==> config.mk <==
export PLATFORM = sky130hd
export DESIGN_NAME = spi_master
export DESIGN_NICKNAME = d
export VERILOG_FILES = /design/src/rtl/spi_pkg.sv /design/src/rtl/spi_cmd_skid.sv /design/src/rtl/spi_master.sv
export SDC_FILE = /design/constraint.sdc
export NUM_CORES = 1
export LEC_CHECK = 0
export ABC_AREA = 1
export BUFFER_PORTS_ARGS = -buffer_cell sky130_fd_sc_hd__buf_2
export CAP_MARGIN = 10
export CORE_MARGIN = 5
export CORE_UTILIZATION = 45
export DETAILED_ROUTE_END_ITERATION = 7
export PLACE_DENSITY = 0.66
export SYNTH_ARGS = -nofsm -noshare
export SYNTH_HDL_FRONTEND = slang
export SYNTH_SLANG_ARGS = --single-unit
==> constraint.sdc <==
create_clock -name clk -period 2.35 [get_ports clk]
set_clock_uncertainty 0.1 [all_clocks]
set_input_delay 0 -clock clk [delete_from_list [all_inputs] [get_ports clk]]
set_output_delay 0 -clock clk [all_outputs]
set_load 0.01 [all_outputs]
==> src/rtl/spi_pkg.sv <==
// Shared definitions for the SPI master: FSM encoding, frame command codes and widths.
package spi_pkg;

  localparam int FRAME_W = 10;
  localparam int BYTE_W  = 8;
  localparam int CNT_W   = 4;

  typedef enum logic [2:0] {
    IDLE,
    START,
    CMD,
    SEND,
    WAIT,
    RECV,
    GAP
  } state_t;

  localparam logic [1:0] WR_ADDR = 2'b00;
  localparam logic [1:0] WR_DATA = 2'b01;
  localparam logic [1:0] RD_ADDR = 2'b10;
  localparam logic [1:0] RD_DATA = 2'b11;

  // Only a read-data frame expects the slave to answer with a byte.
  function automatic logic wants_response(input logic [1:0] code);
    logic resp;
    case (code)
      WR_ADDR, WR_DATA, RD_ADDR: resp = 1'b0;
      RD_DATA:                  resp = 1'b1;
      default:                  resp = 1'b0;
    endcase
    return resp;
  endfunction

endpackage

==> src/rtl/spi_cmd_skid.sv <==
// One-entry command buffer that holds a frame word offered while the master is busy.
module spi_cmd_skid
  import spi_pkg::*;
(
  input  logic               clk,
  input  logic               rst,
  input  logic               push,
  input  logic [FRAME_W-1:0] push_data,
  input  logic               pop,
  output logic               full,
  output logic [FRAME_W-1:0] data
);

  logic               full_reg;
  logic [FRAME_W-1:0] data_reg;

  always_ff @(posedge clk or posedge rst) begin
    if (rst) begin
      full_reg <= 1'b0;
      data_reg <= '0;
    end else if (push) begin
      full_reg <= 1'b1;
      data_reg <= push_data;
    end else if (pop) begin
      full_reg <= 1'b0;
    end
  end

  assign full = full_reg;
  assign data = data_reg;

endmodule

==> src/rtl/spi_master.sv <==
// SPI frame master: START, CMD, 10 LSB-first frame bits, optional read-back byte, then GAP.
// Define SPI_MASTER_SKID_EN to accept one extra command while a frame is in flight.
module spi_master
  import spi_pkg::*;
#(
  parameter int RD_LATENCY = 3
) (
  input  logic               clk,
  input  logic               rst,
  input  logic               cmd_valid,
  output logic               cmd_ready,
  input  logic [FRAME_W-1:0] cmd_data,
  output logic               SS_n,
  output logic               MOSI,
  input  logic               MISO,
  output logic [BYTE_W-1:0]  rd_data,
  output logic               rd_valid,
  output logic               busy
);

  localparam logic [CNT_W-1:0] LAT_LAST  = CNT_W'(RD_LATENCY - 1);
  localparam logic [CNT_W-1:0] SEND_LAST = CNT_W'(FRAME_W - 1);
  localparam logic [CNT_W-1:0] RECV_LAST = CNT_W'(BYTE_W - 1);

  state_t             state_reg, state_next;
  logic [CNT_W-1:0]   cnt_reg, cnt_next;
  logic [FRAME_W-1:0] frame_reg, frame_next;
  logic [BYTE_W-2:0]  shift_reg, shift_next;
  logic [BYTE_W-1:0]  rd_data_reg, rd_data_next;
  logic               rd_valid_reg, rd_valid_next;
  logic               ss_n_reg, ss_n_next;
  logic               mosi_reg, mosi_next;
  logic               accept;
  logic               direct;

  assign accept = cmd_valid && cmd_ready;

`ifdef SPI_MASTER_SKID_EN
  logic               buf_full;
  logic [FRAME_W-1:0] buf_data;
  logic               buf_push;
  logic               buf_pop;

  // A command seen in IDLE or in an empty-buffer GAP starts immediately; otherwise it is parked.
  assign direct    = accept && (state_reg == IDLE || state_reg == GAP);
  assign buf_push  = accept && !direct;
  assign buf_pop   = (state_reg == GAP) && buf_full;
  assign cmd_ready = !buf_full;

  spi_cmd_skid u_skid (
    .clk       (clk),
    .rst       (rst),
    .push      (buf_push),
    .push_data (cmd_data),
    .pop       (buf_pop),
    .full      (buf_full),
    .data      (buf_data)
  );
`else
  assign direct    = accept;
  assign cmd_ready = (state_reg == IDLE);
`endif

  always_comb begin
    state_next    = state_reg;
    cnt_next      = cnt_reg;
    frame_next    = frame_reg;
    shift_next    = shift_reg;
    rd_data_next  = rd_data_reg;
    rd_valid_next = 1'b0;

    case (state_reg)
      IDLE: begin
        if (direct) begin
          state_next = START;
          frame_next = cmd_data;
        end
      end
      START: state_next = CMD;
      CMD: begin
        state_next = SEND;
        cnt_next   = '0;
      end
      SEND: begin
        if (cnt_reg == SEND_LAST) begin
          cnt_next = '0;
          if (!wants_response(frame_reg[FRAME_W-1 -: 2])) begin
            state_next = GAP;
          end else if (RD_LATENCY == 0) begin
            state_next = RECV;
          end else begin
            state_next = WAIT;
          end
        end else begin
          cnt_next = cnt_reg + CNT_W'(1);
        end
      end
      WAIT: begin
        if (cnt_reg == LAT_LAST) begin
          cnt_next   = '0;
          state_next = RECV;
        end else begin
          cnt_next = cnt_reg + CNT_W'(1);
        end
      end
      RECV: begin
        shift_next = {shift_reg[BYTE_W-3:0], MISO};
        if (cnt_reg == RECV_LAST) begin
          rd_data_next  = {shift_reg, MISO};
          rd_valid_next = 1'b1;
          cnt_next      = '0;
          state_next    = GAP;
        end else begin
          cnt_next = cnt_reg + CNT_W'(1);
        end
      end
      GAP: begin
`ifdef SPI_MASTER_SKID_EN
        if (buf_pop) begin
          state_next = START;
          frame_next = buf_data;
        end else if (direct) begin
          state_next = START;
          frame_next = cmd_data;
        end else begin
          state_next = IDLE;
        end
`else
        state_next = IDLE;
`endif
      end
      default: state_next = IDLE;
    endcase

    // Pin levels are decoded from the upcoming state so they change on the same edge as it.
    ss_n_next = (state_next == IDLE) || (state_next == GAP);
    mosi_next = 1'b0;
    if (state_next == CMD) begin
      mosi_next = frame_next[FRAME_W-1];
    end else if (state_next == SEND) begin
      mosi_next = frame_next[cnt_next];
    end
  end

  always_ff @(posedge clk or posedge rst) begin
    if (rst) begin
      state_reg    <= IDLE;
      cnt_reg      <= '0;
      frame_reg    <= '0;
      shift_reg    <= '0;
      rd_data_reg  <= '0;
      rd_valid_reg <= 1'b0;
      ss_n_reg     <= 1'b1;
      mosi_reg     <= 1'b0;
    end else begin
      state_reg    <= state_next;
      cnt_reg      <= cnt_next;
      frame_reg    <= frame_next;
      shift_reg    <= shift_next;
      rd_data_reg  <= rd_data_next;
      rd_valid_reg <= rd_valid_next;
      ss_n_reg     <= ss_n_next;
      mosi_reg     <= mosi_next;
    end
  end

  assign SS_n     = ss_n_reg;
  assign MOSI     = mosi_reg;
  assign rd_data  = rd_data_reg;
  assign rd_valid = rd_valid_reg;
  assign busy     = (state_reg != IDLE);

endmodule

==> impl_metrics.toml <==
[sta]
hold_viol_final = 0
grt_setup_unrepaired = "no"
setup_viol = 0
fin_tns_setup_ps = 0
finalMaxSlewViolations = 0
max_freq_mhz = 505
post-route-period-util_pct = 84.3
slew_headroom_pct = 70.6
tightest_slew_ps = 440
fin_crit_ps = 1980

[power_and_ir_drop]
leakagePower_uw = 0.00110
vdd_drop_max_mv = 0.634
power_density_nw_per_um2 = 999

[setup_path]
cp.required_ps = 2440
cp_common_cell = "nand2_1"
path_buf_inv = 1
cp_slowest_stage_delay_ps = 460
cp_max_fo = 5
crit_family = "simple AND/OR/NAND/NOR gates"
cp-start-kind = "register"
critPathSlowestCell = "dfrtp_1"
critical_path_arrival_ps = 2070
end_kind = "register"
crit_chain = "ha_1 -> nand2_1 -> inv_1 -> nand2_1 -> nand2_1 -> nand2_1 -> nand2_1 -> nand2_1 -> nor2_1 -> nand3_1 -> nand3b_1 -> nand3_1 -> nand2_1 -> nand2_1"
path_class = "register to register"

[floorplanning]
dieArea_um2 = 5120
num_rows = 22
die_h_um = 71.5
core_um2 = 3660
ios = 27
initial_utilization_pct = 46.5
die_x_um = 71.5

[finish]
layout-drive-gt1-share_pct = 18.6
diodes = 0
fin_cells = 301
largest_reg_flops = 10
synthToLayoutAreaGrowth_pct = 22.5
regArea_um2 = 877
finalNetCount = 269
multi_input_area_um2 = 698
nFillCells = 363

[clock_tree]
cts_root_buf = "clkbuf_8"
cts_buffer_depth = 2
htree_levels = 2
cts_tree = "built"
postCtsSetupBuffers = 0
clock_latency_ps = 290
clock_sinks = 35
cts_made_buffers = 5
path_clk_slew_ps = 70

[placed_design]
placed_cells = 281
portBuffers = 26
gp_congestion = 0.802
hpwl_mm = 2.58

[status]
status = "finished, final reports clean"

[synthesis]
synth_edf_count = 0
synth_top_cell_by_area = "dfrtp_1"
synth_most_common_cell = "nand2_1"
synth-async-reset-ratio_pct = 100
yosysWarningCount = 0
seq_area_frac_synth_pct = 51.5
synthFlopType = "dfrtp_1"
syn_nets = 226
synth_area_leaders = "dfrtp_1, nand2_1, inv_1"
synthesis.area_um2 = 1700
synth_cell_types = 27
ys_ff_latch = 35
yosysTopAreaCellShare_pct = 49.9
syn-instance-count = 209
syn_area_per_cell_um2 = 8.15
ys_top_cells_by_count = "nand2_1, dfrtp_1, inv_1, nand3_1, nor2_1"

[global_routing]
antenna_found_initial = 0
grt_util_all_layers_pct = 15.6
grt_max_degree = 36
grt_pass1_wl_mm = 6.31
grt-ovfl-total = 0
grt_pass1_vias = 1445

[routing]
final_antenna_net_count = 0
firstDrtPassIters = 4
vias_per_cell = 4.78
wire_per_inst_um = 12.0
drtIter0Drc = 43
wirelength_mm = 3.61
post-route-drc-count = 0
vias = 1438

[hold_path]
hold_class = "primary input to register"

[job]
maxCapViolations = 0
[logic make-up after synthesis]
group / after synthesis / share of synthesized area, %
xor gates and xnor gates: 1 / 0.514
AOI/OAI and AO/OA: 20 / 6.39
buffers and inverters: 32 / 7.56
adders and majority gates: 3 / 2.20
DFF: 35 / 51.5
and+or+nand+nor: 118 / 31.9
[path summary, 6_finish.rpt]
path / from / to / slack [ps] / cells after the start
setup reg to reg: cnt_reg[0]$_DFF_PP0_ / MOSI$_DFF_PP0_ / 370 / 14
hold / removal: cmd_valid / frame_reg[1]$_DFF_PP0_ / 60 / 4
min in group asynchronous: rst / frame_reg[2]$_DFF_PP0_ / 270 / 4
setup / recovery: cnt_reg[0]$_DFF_PP0_ / MOSI$_DFF_PP0_ / 370 / 14
hold reg to reg: rd_data[2]$_DFFE_PP0P_ / rd_data[2]$_DFFE_PP0P_ / 370 / 2
max in group asynchronous: rst / SS_n$_DFF_PP1_ / 1540 / 4
[layout by cell type, fill, tap and decap left out, types with 2 or more instances in the layout]
master / instances
dfrtp_1: 34
nor3_1: 2
o21ai_1: 2
inv_1: 26
nand3_1: 19
inv_2: 3
o2111ai_1: 2
ha_1: 3
dlygate4sd3_1: 12
nor2_1: 15
buf_2: 26
clkbuf_8: 5
nor2_4: 3
nand2_2: 3
nand2_1: 69
o21ai_0: 13
a21oi_1: 2
[worst reg2reg max path, cell delays in order (launching register included)]
cell	delay (ps)
dfrtp_1	460
ha_1	210
nand2_1	60
inv_1	60
nand2_1	130
nand2_1	140
nand2_1	60
nand2_1	80
nand2_1	60
nor2_1	140
nand3_1	100
nand3b_1	90
nand3_1	80
nand2_1	60
nand2_1	40
[metrics by stage]
step	util (%)	power, uW	instance area, um2	setup WS [ps]	hold slack [ps]
6_report	57.0	2080	2090	370	62.2
5_1_grt	57.0	2280	2090	82.9	118
4_1_cts	57.0	2090	2090	362	67.6
3_5_place_dp	51.4	1650	1880	377	15.7
3_3_place_gp	51.4	1650	1880	387	17.7
2_1_floorplan	-	1450	1700	601	21.0
[area by class of cell]
type / instances / area share [%]
inverter: 29 / 5.22
tap: 48 / 2.88
clock inverter: 2 / 0.600
timing repair buffer: 39 / 12.4
sequential: 35 / 42.0
multi-input combinational: 142 / 33.5
clock buffer: 6 / 3.48
[power by group]
| part | switching (uW) | internal (uW) |
|---|---|---|
| combinational | 522 | 306 |
| sequential | 78.4 | 743 |
| clock | 227 | 207 |
| total | 828 | 1260 |
[metal layers]
metal,global-route usage (%),vias up,wire length (um)
li1,-,747,-
met1,18.9,654,1630
met2,26.0,31,1750
met3,4.49,6,186
met4,6.05,0,53
met5,0,-,0
[timing repair]
action | CTS | global route
hold endpoints to repair | 46 | 0
hold buffers | 12 | 0
resized for setup | 0 | 0
Note: power is estimated with default switching activity, not from simulation.
